[config.mk]
export PLATFORM = sky130hd
export DESIGN_NAME = ps2_host_tx
export DESIGN_NICKNAME = d
export VERILOG_FILES = /design/src/rtl/ps2_host_tx.sv
export SDC_FILE = /design/constraint.sdc
export NUM_CORES = 1
export LEC_CHECK = 0
export BUFFER_PORTS_ARGS = -buffer_cell sky130_fd_sc_hd__buf_2
export CAP_MARGIN = 5
export CORE_ASPECT_RATIO = 0.75
export CORE_MARGIN = 1.5
export CORE_UTILIZATION = 65
export DETAILED_ROUTE_END_ITERATION = 6
export PLACE_DENSITY = 0.85
export SLEW_MARGIN = 10
export SYNTH_ARGS = -nofsm -noshare
export SYNTH_HDL_FRONTEND = slang
export SYNTH_SLANG_ARGS = --single-unit
[constraint.sdc]
create_clock -name CLOCK_50 -period 6.2 [get_ports CLOCK_50]
set_clock_uncertainty 0.05 [all_clocks]
set_input_delay 0.93 -clock CLOCK_50 [delete_from_list [all_inputs] [get_ports CLOCK_50]]
set_output_delay 0.93 -clock CLOCK_50 [all_outputs]
set_load 0.01 [all_outputs]
[src/rtl/ps2_host_tx.sv]
// Host-to-device PS/2 command transmitter: request-to-send, bit shifting on device clock edges, ACK check.
// Optional `PS2_TX_GLITCH_FILTER_EN adds an 8-sample stability filter on the synchronized PS/2 clock.
module ps2_host_tx #(
    parameter int INHIBIT_CYCLES = 6000,
    parameter int RTS_CYCLES     = 100,
    parameter int TIMEOUT_CYCLES = 750000
) (
    input  logic       CLOCK_50,
    input  logic       RESET,
    input  logic [7:0] tx_data,
    input  logic       tx_valid,
    output logic       tx_ready,
    output logic       tx_done,
    output logic       tx_error,
    input  logic       ps2_clk_in,
    input  logic       ps2_dat_in,
    output logic       ps2_clk_oe,
    output logic       ps2_dat_oe
);

    localparam int PH_W = $clog2(INHIBIT_CYCLES + RTS_CYCLES + 1);
    localparam int WD_W = $clog2(TIMEOUT_CYCLES + 1);

    localparam logic [PH_W-1:0] INHIBIT_LAST = PH_W'(INHIBIT_CYCLES - 1);
    localparam logic [PH_W-1:0] RTS_LAST     = PH_W'(RTS_CYCLES - 1);
    localparam logic [WD_W-1:0] WDOG_LAST    = WD_W'(TIMEOUT_CYCLES - 1);

    localparam logic [2:0] ST_IDLE      = 3'd0;
    localparam logic [2:0] ST_INHIBIT   = 3'd1;
    localparam logic [2:0] ST_RTS       = 3'd2;
    localparam logic [2:0] ST_SEND      = 3'd3;
    localparam logic [2:0] ST_ACK       = 3'd4;
    localparam logic [2:0] ST_WAIT_IDLE = 3'd5;

    function automatic logic odd_parity(input logic [7:0] d);
        return ~^d;
    endfunction

    logic clk_s1_q, clk_s2_q, dat_s1_q, dat_s2_q, clk_prev_q;
    logic clk_lvl_s, fall_s;

    // Two-flop synchronizers for both pads; lines idle high.
    always_ff @(posedge CLOCK_50 or posedge RESET) begin
        if (RESET) begin
            clk_s1_q <= 1'b1;
            clk_s2_q <= 1'b1;
            dat_s1_q <= 1'b1;
            dat_s2_q <= 1'b1;
        end else begin
            clk_s1_q <= ps2_clk_in;
            clk_s2_q <= clk_s1_q;
            dat_s1_q <= ps2_dat_in;
            dat_s2_q <= dat_s1_q;
        end
    end

`ifdef PS2_TX_GLITCH_FILTER_EN
    logic       filt_q;
    logic [2:0] filt_cnt_q;

    // Filtered level flips only after 8 consecutive samples disagree with it.
    always_ff @(posedge CLOCK_50 or posedge RESET) begin
        if (RESET) begin
            filt_q     <= 1'b1;
            filt_cnt_q <= 3'd0;
        end else if (clk_s2_q != filt_q) begin
            if (filt_cnt_q == 3'd7) begin
                filt_q     <= clk_s2_q;
                filt_cnt_q <= 3'd0;
            end else begin
                filt_cnt_q <= filt_cnt_q + 3'd1;
            end
        end else begin
            filt_cnt_q <= 3'd0;
        end
    end

    assign clk_lvl_s = filt_q;
`else
    assign clk_lvl_s = clk_s2_q;
`endif

    // Previous clock level for falling-edge detection.
    always_ff @(posedge CLOCK_50 or posedge RESET) begin
        if (RESET) begin
            clk_prev_q <= 1'b1;
        end else begin
            clk_prev_q <= clk_lvl_s;
        end
    end

    assign fall_s = clk_prev_q & ~clk_lvl_s;

    logic [2:0]      state_q, state_d;
    logic [PH_W-1:0] phase_q, phase_d;
    logic [WD_W-1:0] wdog_q, wdog_d;
    logic [3:0]      bit_q, bit_d;
    logic [9:0]      shift_q, shift_d;
    logic            clk_oe_q, clk_oe_d;
    logic            dat_oe_q, dat_oe_d;
    logic            done_q, done_d;
    logic            error_q, error_d;
    logic            ready_q, ready_d;
    logic            timeout_s;

    assign timeout_s = ~fall_s & (wdog_q == WDOG_LAST);

    // Next-state logic for the transmit sequencer.
    always_comb begin
        state_d  = state_q;
        phase_d  = phase_q;
        wdog_d   = wdog_q;
        bit_d    = bit_q;
        shift_d  = shift_q;
        clk_oe_d = clk_oe_q;
        dat_oe_d = dat_oe_q;
        done_d   = 1'b0;
        error_d  = 1'b0;
        case (state_q)
            ST_IDLE: begin
                clk_oe_d = 1'b0;
                dat_oe_d = 1'b0;
                if (tx_valid && ready_q) begin
                    shift_d  = {1'b1, odd_parity(tx_data), tx_data};
                    phase_d  = {PH_W{1'b0}};
                    clk_oe_d = 1'b1;
                    state_d  = ST_INHIBIT;
                end else begin
                    state_d = ST_IDLE;
                end
            end
            ST_INHIBIT: begin
                if (phase_q == INHIBIT_LAST) begin
                    phase_d  = {PH_W{1'b0}};
                    dat_oe_d = 1'b1;
                    state_d  = ST_RTS;
                end else begin
                    phase_d = phase_q + PH_W'(1);
                end
            end
            ST_RTS: begin
                if (phase_q == RTS_LAST) begin
                    phase_d  = {PH_W{1'b0}};
                    clk_oe_d = 1'b0;
                    bit_d    = 4'd0;
                    wdog_d   = {WD_W{1'b0}};
                    state_d  = ST_SEND;
                end else begin
                    phase_d = phase_q + PH_W'(1);
                end
            end
            ST_SEND, ST_ACK, ST_WAIT_IDLE: begin
                if (fall_s) begin
                    wdog_d = {WD_W{1'b0}};
                end else begin
                    wdog_d = wdog_q + WD_W'(1);
                end
                if (timeout_s) begin
                    wdog_d   = {WD_W{1'b0}};
                    clk_oe_d = 1'b0;
                    dat_oe_d = 1'b0;
                    error_d  = 1'b1;
                    state_d  = ST_IDLE;
                end else begin
                    case (state_q)
                        ST_SEND: begin
                            if (fall_s) begin
                                dat_oe_d = ~shift_q[0];
                                shift_d  = {1'b0, shift_q[9:1]};
                                if (bit_q == 4'd9) begin
                                    bit_d   = 4'd0;
                                    state_d = ST_ACK;
                                end else begin
                                    bit_d = bit_q + 4'd1;
                                end
                            end else begin
                                bit_d = bit_q;
                            end
                        end
                        ST_ACK: begin
                            if (fall_s) begin
                                if (dat_s2_q == 1'b0) begin
                                    state_d = ST_WAIT_IDLE;
                                end else begin
                                    dat_oe_d = 1'b0;
                                    error_d  = 1'b1;
                                    state_d  = ST_IDLE;
                                end
                            end else begin
                                state_d = ST_ACK;
                            end
                        end
                        ST_WAIT_IDLE: begin
                            if (clk_lvl_s && dat_s2_q) begin
                                wdog_d  = {WD_W{1'b0}};
                                done_d  = 1'b1;
                                state_d = ST_IDLE;
                            end else begin
                                state_d = ST_WAIT_IDLE;
                            end
                        end
                        default: begin
                            state_d = ST_IDLE;
                        end
                    endcase
                end
            end
            default: begin
                clk_oe_d = 1'b0;
                dat_oe_d = 1'b0;
                state_d  = ST_IDLE;
            end
        endcase
        ready_d = (state_d == ST_IDLE);
    end

    // Sequencer state and registered outputs; reset drops both pad drivers at once.
    always_ff @(posedge CLOCK_50 or posedge RESET) begin
        if (RESET) begin
            state_q  <= ST_IDLE;
            phase_q  <= {PH_W{1'b0}};
            wdog_q   <= {WD_W{1'b0}};
            bit_q    <= 4'd0;
            shift_q  <= 10'd0;
            clk_oe_q <= 1'b0;
            dat_oe_q <= 1'b0;
            done_q   <= 1'b0;
            error_q  <= 1'b0;
            ready_q  <= 1'b1;
        end else begin
            state_q  <= state_d;
            phase_q  <= phase_d;
            wdog_q   <= wdog_d;
            bit_q    <= bit_d;
            shift_q  <= shift_d;
            clk_oe_q <= clk_oe_d;
            dat_oe_q <= dat_oe_d;
            done_q   <= done_d;
            error_q  <= error_d;
            ready_q  <= ready_d;
        end
    end

    assign tx_ready   = ready_q;
    assign tx_done    = done_q;
    assign tx_error   = error_q;
    assign ps2_clk_oe = clk_oe_q;
    assign ps2_dat_oe = dat_oe_q;

endmodule
==> impl_results.md, run 1 <==
- Crit path cell chain: ha_1 > nor4bb_1 > nand4_1 > o211ai_1 > nor3_1 > a211o_1
- Nets: 386
- Clock power frac: ~51%
- CP Data Arrival Time: 2.77 ns
- Synth Area in Compound Gates: 21.30%
- Critical path capture point type: register
- Area delta synth->final: 11.12%
- # diodes: 0
- Netlist cell types: between 50 and 60
- Clk sink count: 60
- Initial Utilization: 67.26%
- Core outline area: ~4900 um^2
- IR drop worst, VDD: roughly 0.00015 V
- CTS tree: built
- Min-delay worst type: register to register
- Vias in the first global route: around 2700
- # resized after CTS: 0
- Max-cap violations: 0
- Total track usage: 29.13%
- Logic gate share of total power: approximately 3.1%
- Final Hold Fails: 0
- Final WL: slightly above 7 mm
- H-tree Lvls: 3
- Slowest stage delay, CP: around 0.72 ns
- GPL Wtd Cong: around 0.88
- Largest family of logic cells by synthesized area: simple AND/OR/NAND/NOR gates
- Largest net degree at the start of global routing: 61
- Layout fillers: 355
- Synth Area in Simple Gates: between 20% and 30%
- Internal: 0.6938 mW
- Slowest CP cell: o211ai_1
- RSZ-0062 raised after global routing: false
- ANT nets after route: 0
- Worst-Margin Slew: between 0.9 and 1 ns
- Largest buffer count on any clock path: 2
- CP required: between 6 and 7 ns
- Die area: roughly 5500 um^2
- Top Ports: 18
- Post-CTS Setup Inserts: 0
- Synth Area in XOR/XNOR: 2.923%
- Syn Area/Cell: 9.389 um^2
- DR WL/cell: approximately 16 um
- Mux contribution to synthesized area: less than 1%
- Syn_nets: between 300 and 400
- R2R cell count: 6
- Ys flop type: dfrtp_1
- Slew margin rel.: 33.95%
- Overall die height: between 60 and 70 um
- Tcrit/Tclk final: about two fifths
- Via density: 6.629
- Min cycle time layout: 2.582 ns
- WP buf/inv: 0
- DRC Markers: 1
- Levels on crit path: 6
- First-pass GRT wire length: approximately 12 mm
- Crit Path Max Fanout: 9
- Port Buffers: 17
- Seq/Total Area, Yosys: a little under half
- Startpoint Class: register
- Setup TNS: 0 ns
- Core Rows: 22
- Post-synthesis cell count: approximately 350
- Layout cell share with drive strength beyond 1: 14.17%
- Post-Syn Area: roughly 3300 um^2
- Standby leakage power: 1.623 nW
- Hold_buf cts: 0
- Failing checks: design-rule violations
- Placed Instance Area: about 3400 um^2
- Clock transition at the registers of the reported paths: ~0.070 ns
- Via count: 2877
- Post-DP HPWL: ~4.9 mm
- Final setup fails: 0
- P_sw: between 0.15 and 0.2 mW
- Root Buffer: clkbuf_8
- Synth Area in Adders: between 1.5 and 2%
- Seq pwr share: around 46%
- Number of enable flip-flop cells after synthesis: 0
- Ys Warns: 0
- Fmax achieved: 387.3 MHz
- Num CTS Buffers: 9
- 1st-iter DRT viols: 254
- Max-slew violations: 0
- Drt pass-1 iters: 7
- Hold Path Depth: 0
- Crit path kind: register to register
- Worst-Skew Late Latency: about 0.35 ns
- Seq cells post-synth: 60
- PnR Total Power: about 0.86 mW
- Fin Hold WS: between 0.3 and 0.4 ns
- Outcome: complete, but fails checks
- Worst path top cell family by delay: compound AO/OA/AOI/OAI gates
- Initial antenna violation count: 0
- Remaining Overflow, GRT: 0
- Design area: roughly 3700 um^2
- Cell Pwr Density: ~240 nW/um^2
- DIE WIDTH: 85.22 um
- Net Sw Frac: roughly a fifth
- Async SR Flop Fraction: between 90% and 100%
==> cells in the final DEF (no fill, tap or decap), types with 5 or more instances in the layout <==
master     n
nor2_1    28
nand2b_1  11
nor2b_1    5
a21oi_1   19
nor3_1    12
nand2_1   40
dfrtp_1   54
buf_2     17
clkbuf_8  11
xnor2_1    9
nand4_1    7
a22o_1     5
dfstp_2    6
and3_1    12
nand3_1   21
o21ai_0   13
a31oi_1   23
a211o_1    8
==> flip-flops by register name (all words and copies together) (netlist names), 3 cells and up <==
register / count
wdog_q: 20
phase_q: 13
shift_q: 10
bit_q: 4
state_q: 3
==> synthesized netlist by cell type, types with 3 or more instances <==
cell	n	share of area [%]
a211o_1	8	2.1
ha_1	4	1.5
and2_1	3	0.57
a21oi_1	19	2.9
a22o_1	5	1.3
xnor2_1	9	2.4
nor2b_1	5	0.95
nor3_1	12	1.8
nand4_1	7	1.3
nand3_1	21	3.2
inv_1	5	0.57
nand2_1	40	4.6
a31oi_1	23	4.4
o21ai_0	13	2.0
nand2b_1	11	2.1
dfstp_2	6	4.8
a41oi_1	3	0.80
nor4bb_1	3	0.91
nor4_1	3	0.57
dfrtp_1	54	41
nor2_1	28	3.2
and3_1	12	2.3
o31ai_1	4	0.91
a21o_1	4	0.91
buf_2	4	0.61
clkbuf_1	5	0.57
==> per-stage QoR <==
step	utilization (%)	cells	setup slack, ns
after floorplan	-	351	3.745
after global placement	69.64	418	3.722
after detailed placement	69.64	418	3.699
after CTS	74.74	434	3.691
after global routing	74.74	434	3.513
final	74.74	434	3.618
==> path summary, 6_finish.rpt <==
kind                           start         end  slack, ns
min in group asynchronous      RESET  shift_q[4]       0.73
max in group asynchronous      RESET  wdog_q[18]       4.88
hold reg to reg             dat_s1_q    dat_s2_q       0.31
setup reg to reg           wdog_q[0]   wdog_q[7]       3.62
hold / removal              dat_s1_q    dat_s2_q       0.31
setup / recovery           wdog_q[0]   wdog_q[7]       3.62
==> power groups by stage <==
stage          Clock, mW  Combinational (mW)  Sequential, mW
6_report           0.438              0.0271           0.396
2_1_floorplan          0              0.0186           0.403
5_1_grt            0.460              0.0307           0.396
3_5_place_dp           0              0.0277           0.403
4_1_cts            0.445              0.0277           0.396
3_3_place_gp           0              0.0273           0.403
==> final cells by class <==
class	instances	area, um^2	share of cell area, %
clock buffers	12	155.1	4.236
clock inverters	4	95.09	2.597
inverters	5	18.77	0.5125
multi-input cells	274	1709	46.67
flip-flops and latches	60	1509	41.20
well taps	60	75.07	2.050
repair buffers	19	100.1	2.733
==> layer usage <==
metal	up-vias	track usage (%)	share of wire, %
li1	1355	-	-
met1	1398	39.50	47
met2	112	44.54	46
met3	12	8.535	6.4
met4	0	11.07	1.3
met5	-	0	0
==> kinds of logic (layout without fill, tap and decap cells) <==
| kind of cell | Yosys count | after routing |
|---|---|---|
| AND/OR/NAND/NOR | 158 | 158 |
| AO/OA/AOI/OAI | 99 | 99 |
| flip-flops | 60 | 60 |
| buffers and inverters | 17 | 40 |
| XOR/XNOR | 11 | 11 |
| adder cells (fa/ha/maj) | 4 | 4 |
| multiplexers | 2 | 2 |
(Power assumes the default switching activity.)
==> run 2, diff against run 1 <==
--- a/config.mk
+++ b/config.mk
@@ -9,9 +9,9 @@
 export CAP_MARGIN = 5
 export CORE_ASPECT_RATIO = 0.75
 export CORE_MARGIN = 1.5
-export CORE_UTILIZATION = 65
+export CORE_UTILIZATION = 61
 export DETAILED_ROUTE_END_ITERATION = 6
-export PLACE_DENSITY = 0.85
+export PLACE_DENSITY = 0.81
 export SLEW_MARGIN = 10
 export SYNTH_ARGS = -nofsm -noshare
 export SYNTH_HDL_FRONTEND = slang
==> constraint.sdc (replaced) <==
create_clock -name CLOCK_50 -period 2.63 [get_ports CLOCK_50]
set_clock_uncertainty 0.05 [all_clocks]
set_input_delay 0.3945 -clock CLOCK_50 [delete_from_list [all_inputs] [get_ports CLOCK_50]]
set_output_delay 0.3945 -clock CLOCK_50 [all_outputs]
set_load 0.01 [all_outputs]
==> run 2 against run 1 <==
Against the previous run: the run now ends clean; global-route usage fell by 0.66 points; clock power is 82% higher; via count about the same; cell area rose by 1.9%; first-iteration DRC count up 7.9%; setup slack lost 3.5 ns; fmax up 3.2%; critical endpoint is now phase_q[9]; largest cell class unchanged; highest routed layer unchanged.
==> impl_results.md, run 2 (synthesis results as in run 1) <==
- Worst setup margin: 0.1284 ns
- Core Rows: 22
- Via density: 6.245
- Fmax achieved: roughly 400 MHz
- Crit Path Max Fanout: 16
- Min-delay worst type: primary input to register
- ANT nets after route: 0
- Total track usage: about 28%
- Layout cell share with drive strength beyond 1: 17.48%
- GPL Wtd Cong: between 0.8 and 0.9
- Core outline area: slightly above 5000 um^2
- Post-DP HPWL: 5.234 mm
- Post-CTS Setup Inserts: 0
- DR WL/cell: roughly 16 um
- Remaining Overflow, GRT: 0
- # resized after CTS: 0
- Largest register FFs: 20
- Port Buffers: 17
- Final setup fails: 0
- Startpoint Class: register
- Clk sink count: 60
- Biggest regs: wdog_q: 20 flops, phase_q: 13 flops, shift_q: 10 flops
- Cell Pwr Density: 482.0 nW/um^2
- Die area: about 5900 um^2
- Place WS: 0.1504 ns
- IR drop worst, VDD: 0.0003907 V
- Largest buffer count on any clock path: 2
- Min cycle time layout: between 2 and 3 ns
- Area delta synth->final: 13.29%
- Max-cap violations: 0
- Critical path capture point type: register
- Initial antenna violation count: 0
- Standby leakage power: 1.662 nW
- Vias in the first global route: about 2500
- Most frequent cells in the layout: 54 x dfrtp_1, 40 x nand2_1, 28 x nor2_1
- CP Data Arrival Time: ~2.7 ns
- Final Hold Fails: 0
- DIE WIDTH: slightly below 90 um
- Outcome: finished, final reports clean
- RSZ-0062 raised after global routing: true
- Crit path kind: register to register
- 1st-iter DRT viols: 274
- Max-slew violations: 0
- Final design utilization: 74.12%
- Drt pass-1 iters: 5
- Worst-Margin Slew: around 0.96 ns
- Tcrit/Tclk final: between 90% and 100%
- Slew margin rel.: 35.95%
- Overall die height: ~67 um
- Worst-Skew Late Latency: 0.35 ns
- Nets: 401
- CTS tree: built
- Root Buffer: clkbuf_8
- Clock transition at the registers of the reported paths: 0.07 ns
- Via count: about 2900
- Num CTS Buffers: 9
- First-pass GRT wire length: around 12 mm
- Largest Register: wdog_q
- Top Ports: 18
- Most common cell after layout, fill and taps aside: dfrtp_1
- Largest net degree at the start of global routing: 29
- # diodes: 0
- Final WL: 7.313 mm
- Initial Utilization: 65.42%
- H-tree Lvls: 3
- CP required: about 2.8 ns
- DRC Markers: 0
run 2: changes by cell type in the layout (fill, tap and decap cells not counted):
cell / change
buf_4: +14
clkinvlp_4: +3
bufinv_16: -2
clkbuf_8: -2
clkinv_2: +2
clkbuf_1: -1
dlygate4sd3_1: +1
run 2: final cells by class:
class                   instances  area (um^2)
multi-input cells             274         1709
flip-flops and latches         60         1509
fillers                       378         1304
repair buffers                 34        215.2
clock buffers                   9        123.9
well taps                      72        90.09
clock inverters                 7        67.56
inverters                       5        18.77
run 2: path summary, 6_finish.rpt:
kind	slack, ns	end	depth (start not counted)	startpoint
max in group asynchronous	1.41	clk_lvl_s	4	RESET
hold / removal	0.09	clk_s1_q	1	ps2_clk_in
setup / recovery	0.13	phase_q[9]	6	phase_q[0]
setup reg to reg	0.13	phase_q[9]	6	phase_q[0]
hold reg to reg	0.31	dat_s2_q	0	dat_s1_q
min in group asynchronous	0.46	wdog_q[2]	3	RESET
run 2: per-stage QoR:
stage                     area [um^2]  power [mW]  hold slack [ns]    TNS, ns  std cells
final                            3734       1.800          0.09403          0        461
after global placement           3532       1.016           0.2804          0        444
after detailed placement         3532       1.017           0.2871          0        444
after CTS                        3734       1.817          0.08304          0        461
after floorplan                  3296      0.9928           0.2952          0        351
after global routing             3734       1.866          0.08325  -0.002818        461
run 2: report_power, final:
group | internal [mW] | total, mW | switching, mW
Clock | 0.431 | 0.799 | 0.369
Combinational | 0.0276 | 0.0669 | 0.0393
Sequential | 0.930 | 0.933 | 0.00339
run 2: worst max-delay path: stages (launching register included):
cell	delay (ns)
dfrtp_1	0.40
ha_1	0.26
or4b_4	0.50
nor4_4	0.44
o32ai_2	0.33
a21o_1	0.23
a22o_1	0.17
run 2: layer usage:
layer / global-route usage (%) / routed length (um) / up-vias
li1: - / - / 1382
met1: 41.30 / 3602 / 1364
met2: 40.55 / 3134 / 123
met3: 8.550 / 495 / 10
met4: 9.127 / 80 / 0
met5: 0 / 0 / -
run 2: repair_timing:
item | in CTS | in global routing
endpoints found under the setup margin | 0 | 1
hold buffers | 1 | 0
endpoints found under the hold margin | 10 | 0
==> run 3, diff against run 2 <==
--- a/config.mk
+++ b/config.mk
@@ -11,7 +11,7 @@
 export CORE_MARGIN = 1.5
 export CORE_UTILIZATION = 61
 export DETAILED_ROUTE_END_ITERATION = 6
-export PLACE_DENSITY = 0.81
+export PLACE_DENSITY = 0.76
 export SLEW_MARGIN = 10
 export SYNTH_ARGS = -nofsm -noshare
 export SYNTH_HDL_FRONTEND = slang
==> run 3 against run 2 <==
Against the previous run: via count shrank 2.4%; power grew 2.5%; cell count shrank 0.65%; sequential share of layout area grew 0.15 points; worst hold slack lost 0.0035 ns; clock-buffer cell count grew 3; non-clock buffer count shrank 3; register-to-register slack gained 0.04 ns; highest routed layer unchanged.
==> impl_results.md, run 3 (synthesis results as in run 1) <==
- H-tree Lvls: 3
- Die area: around 5900 um^2
- Most common cell after layout, fill and taps aside: dfrtp_1
- CP Data Arrival Time: 2.64 ns
- Largest buffer count on any clock path: 2
- Port Buffers: 17
- Root Buffer: clkbuf_8
- Overall die height: between 60 and 70 um
- Post-DP HPWL: about 5.2 mm
- Startpoint Class: register
- Core outline area: approximately 5000 um^2
- Area occupied by multi-input gates: 1709 um^2
- Nets: 398
- DIE WIDTH: a little under 90 um
- Final Hold Fails: 0
- R2R cell count: 6
- DRC Markers: 0
- Post-CTS Setup Inserts: 0
- Max-cap violations: 0
- Non-Filler Instances: roughly 460
- Initial Utilization: 65.42%
- Final design utilization: approximately three quarters
- Fmax achieved: 406.0 MHz
- Crit Path Max Fanout: 16
- Cell Pwr Density: roughly 500 nW/um^2
- Area delta synth->final: 12.87%
- PnR Total Power: around 1.8 mW
- # diodes: 0
- Max-slew violations: 0
- Slew margin rel.: ~38%
- Via density: ~6.1
- Post-Place Cells: 442
- Tcrit/Tclk final: between 90 and 100%
- Seq. cell area: approximately 1500 um^2
- Outcome: finished, final reports clean
- ANT nets after route: 0
- Core Rows: 22
- Largest net degree at the start of global routing: 30
- Drt pass-1 iters: 4
- Design area: around 3700 um^2
- Vias in the first global route: roughly 2500
- Worst-Skew Late Latency: around 0.34 ns
- Worst-Margin Slew: 0.9360 ns
- Standby leakage power: about 1.7 nW
- Initial antenna violation count: 0
- Min cycle time layout: 2.463 ns
- Biggest regs: wdog_q: 20 flops, phase_q: 13 flops, shift_q: 10 flops
- Crit path kind: register to register
- Clock transition at the registers of the reported paths: roughly 0.07 ns
- First-pass GRT wire length: ~12 mm
- Layout cell share with drive strength beyond 1: about 17%
- Remaining Overflow, GRT: 0
- Final setup fails: 0
- CP required: approximately 2.8 ns
- Largest register FFs: 20
- Placed Instance Area: about 3500 um^2
- 1st-iter DRT viols: between 200 and 300
- Layout fillers: approximately 380
- Largest Register: wdog_q
- Via count: approximately 2800
- GPL Wtd Cong: a little under 1
- DR WL/cell: roughly 16 um
- IR drop worst, VDD: 0.0003620 V
- CTS tree: built
- Num CTS Buffers: 9
- RSZ-0062 raised after global routing: true
- Total track usage: between 20 and 30%
- Top Ports: 18
- Clk sink count: 60
- Min-delay worst type: primary input to asynchronous set/reset pin
- Critical path capture point type: register
- Final WL: 7.417 mm
- Most frequent cells in the layout: 54 x dfrtp_1, 40 x nand2_1, 28 x nor2_1
## run 3: changes by cell type in the layout (fill, tap and decap cells not counted), sizes merged
cell | previous run | this run
buf | 33 | 31
dlygate4sd3 | 1 | 0
clkinv | 3 | 2
clkbuf | 9 | 12
clkinvlp | 3 | 1
## run 3: report_power, final
part	internal [mW]	total [mW]	leakage, nW	switching [mW]
Sequential	0.930	0.933	0.740	0.00305
Clock	0.486	0.843	0.102	0.357
Combinational	0.0266	0.0680	0.816	0.0414
## run 3: per-stage QoR
stage | setup TNS (ns) | hold slack (ns) | setup WS (ns)
floorplan | 0 | 0.2952 | 0.4561
global placement | 0 | 0.2967 | 0.2598
detailed placement | 0 | 0.2994 | 0.1893
CTS | 0 | 0.08923 | 0.1684
global route | -0.007500 | 0.08498 | -0.007500
finish | 0 | 0.09049 | 0.1671
## run 3: final timing paths
check,from,to,slack (ns)
min,RESET,phase_q[10],0.09
min reg2reg,clk_s1_q,clk_lvl_s,0.31
max in group asynchronous,RESET,dat_s2_q,1.69
max reg2reg,phase_q[0],phase_q[9],0.17
min in group CLOCK_50,ps2_clk_in,clk_s1_q,0.10
max,phase_q[0],phase_q[9],0.17
## run 3: cell type report
| type | instances | area share (%) |
|---|---|---|
| Clock buffer | 12 | 4.171 |
| Clock inverter | 4 | 1.278 |
| Inverter | 5 | 0.5045 |
| Multi-Input combinational cell | 274 | 45.95 |
| Sequential cell | 60 | 40.57 |
| Tap cell | 72 | 2.422 |
| Timing Repair Buffer | 31 | 5.113 |
## run 3: worst max-delay path, cell delays in order, from the launching register on
cell and delay, ns:
dfrtp_1 0.40, ha_1 0.26, or4b_4 0.50, nor4_4 0.41, o32ai_2 0.32, a21o_1 0.25, a22o_1 0.17
## run 3: what timing repair did
action | 4_1_cts | 5_1_grt
hold buffers | 0 | 0
setup endpoints to repair | 0 | 1
resized for setup | 0 | 0
## run 3: metal layers
metal,track usage (%),vias up,routed length (um)
met5,0,-,0
met4,7.143,0,78
met3,5.948,10,425
met2,41.60,95,3228
met1,41.30,1332,3684
li1,-,1372,-
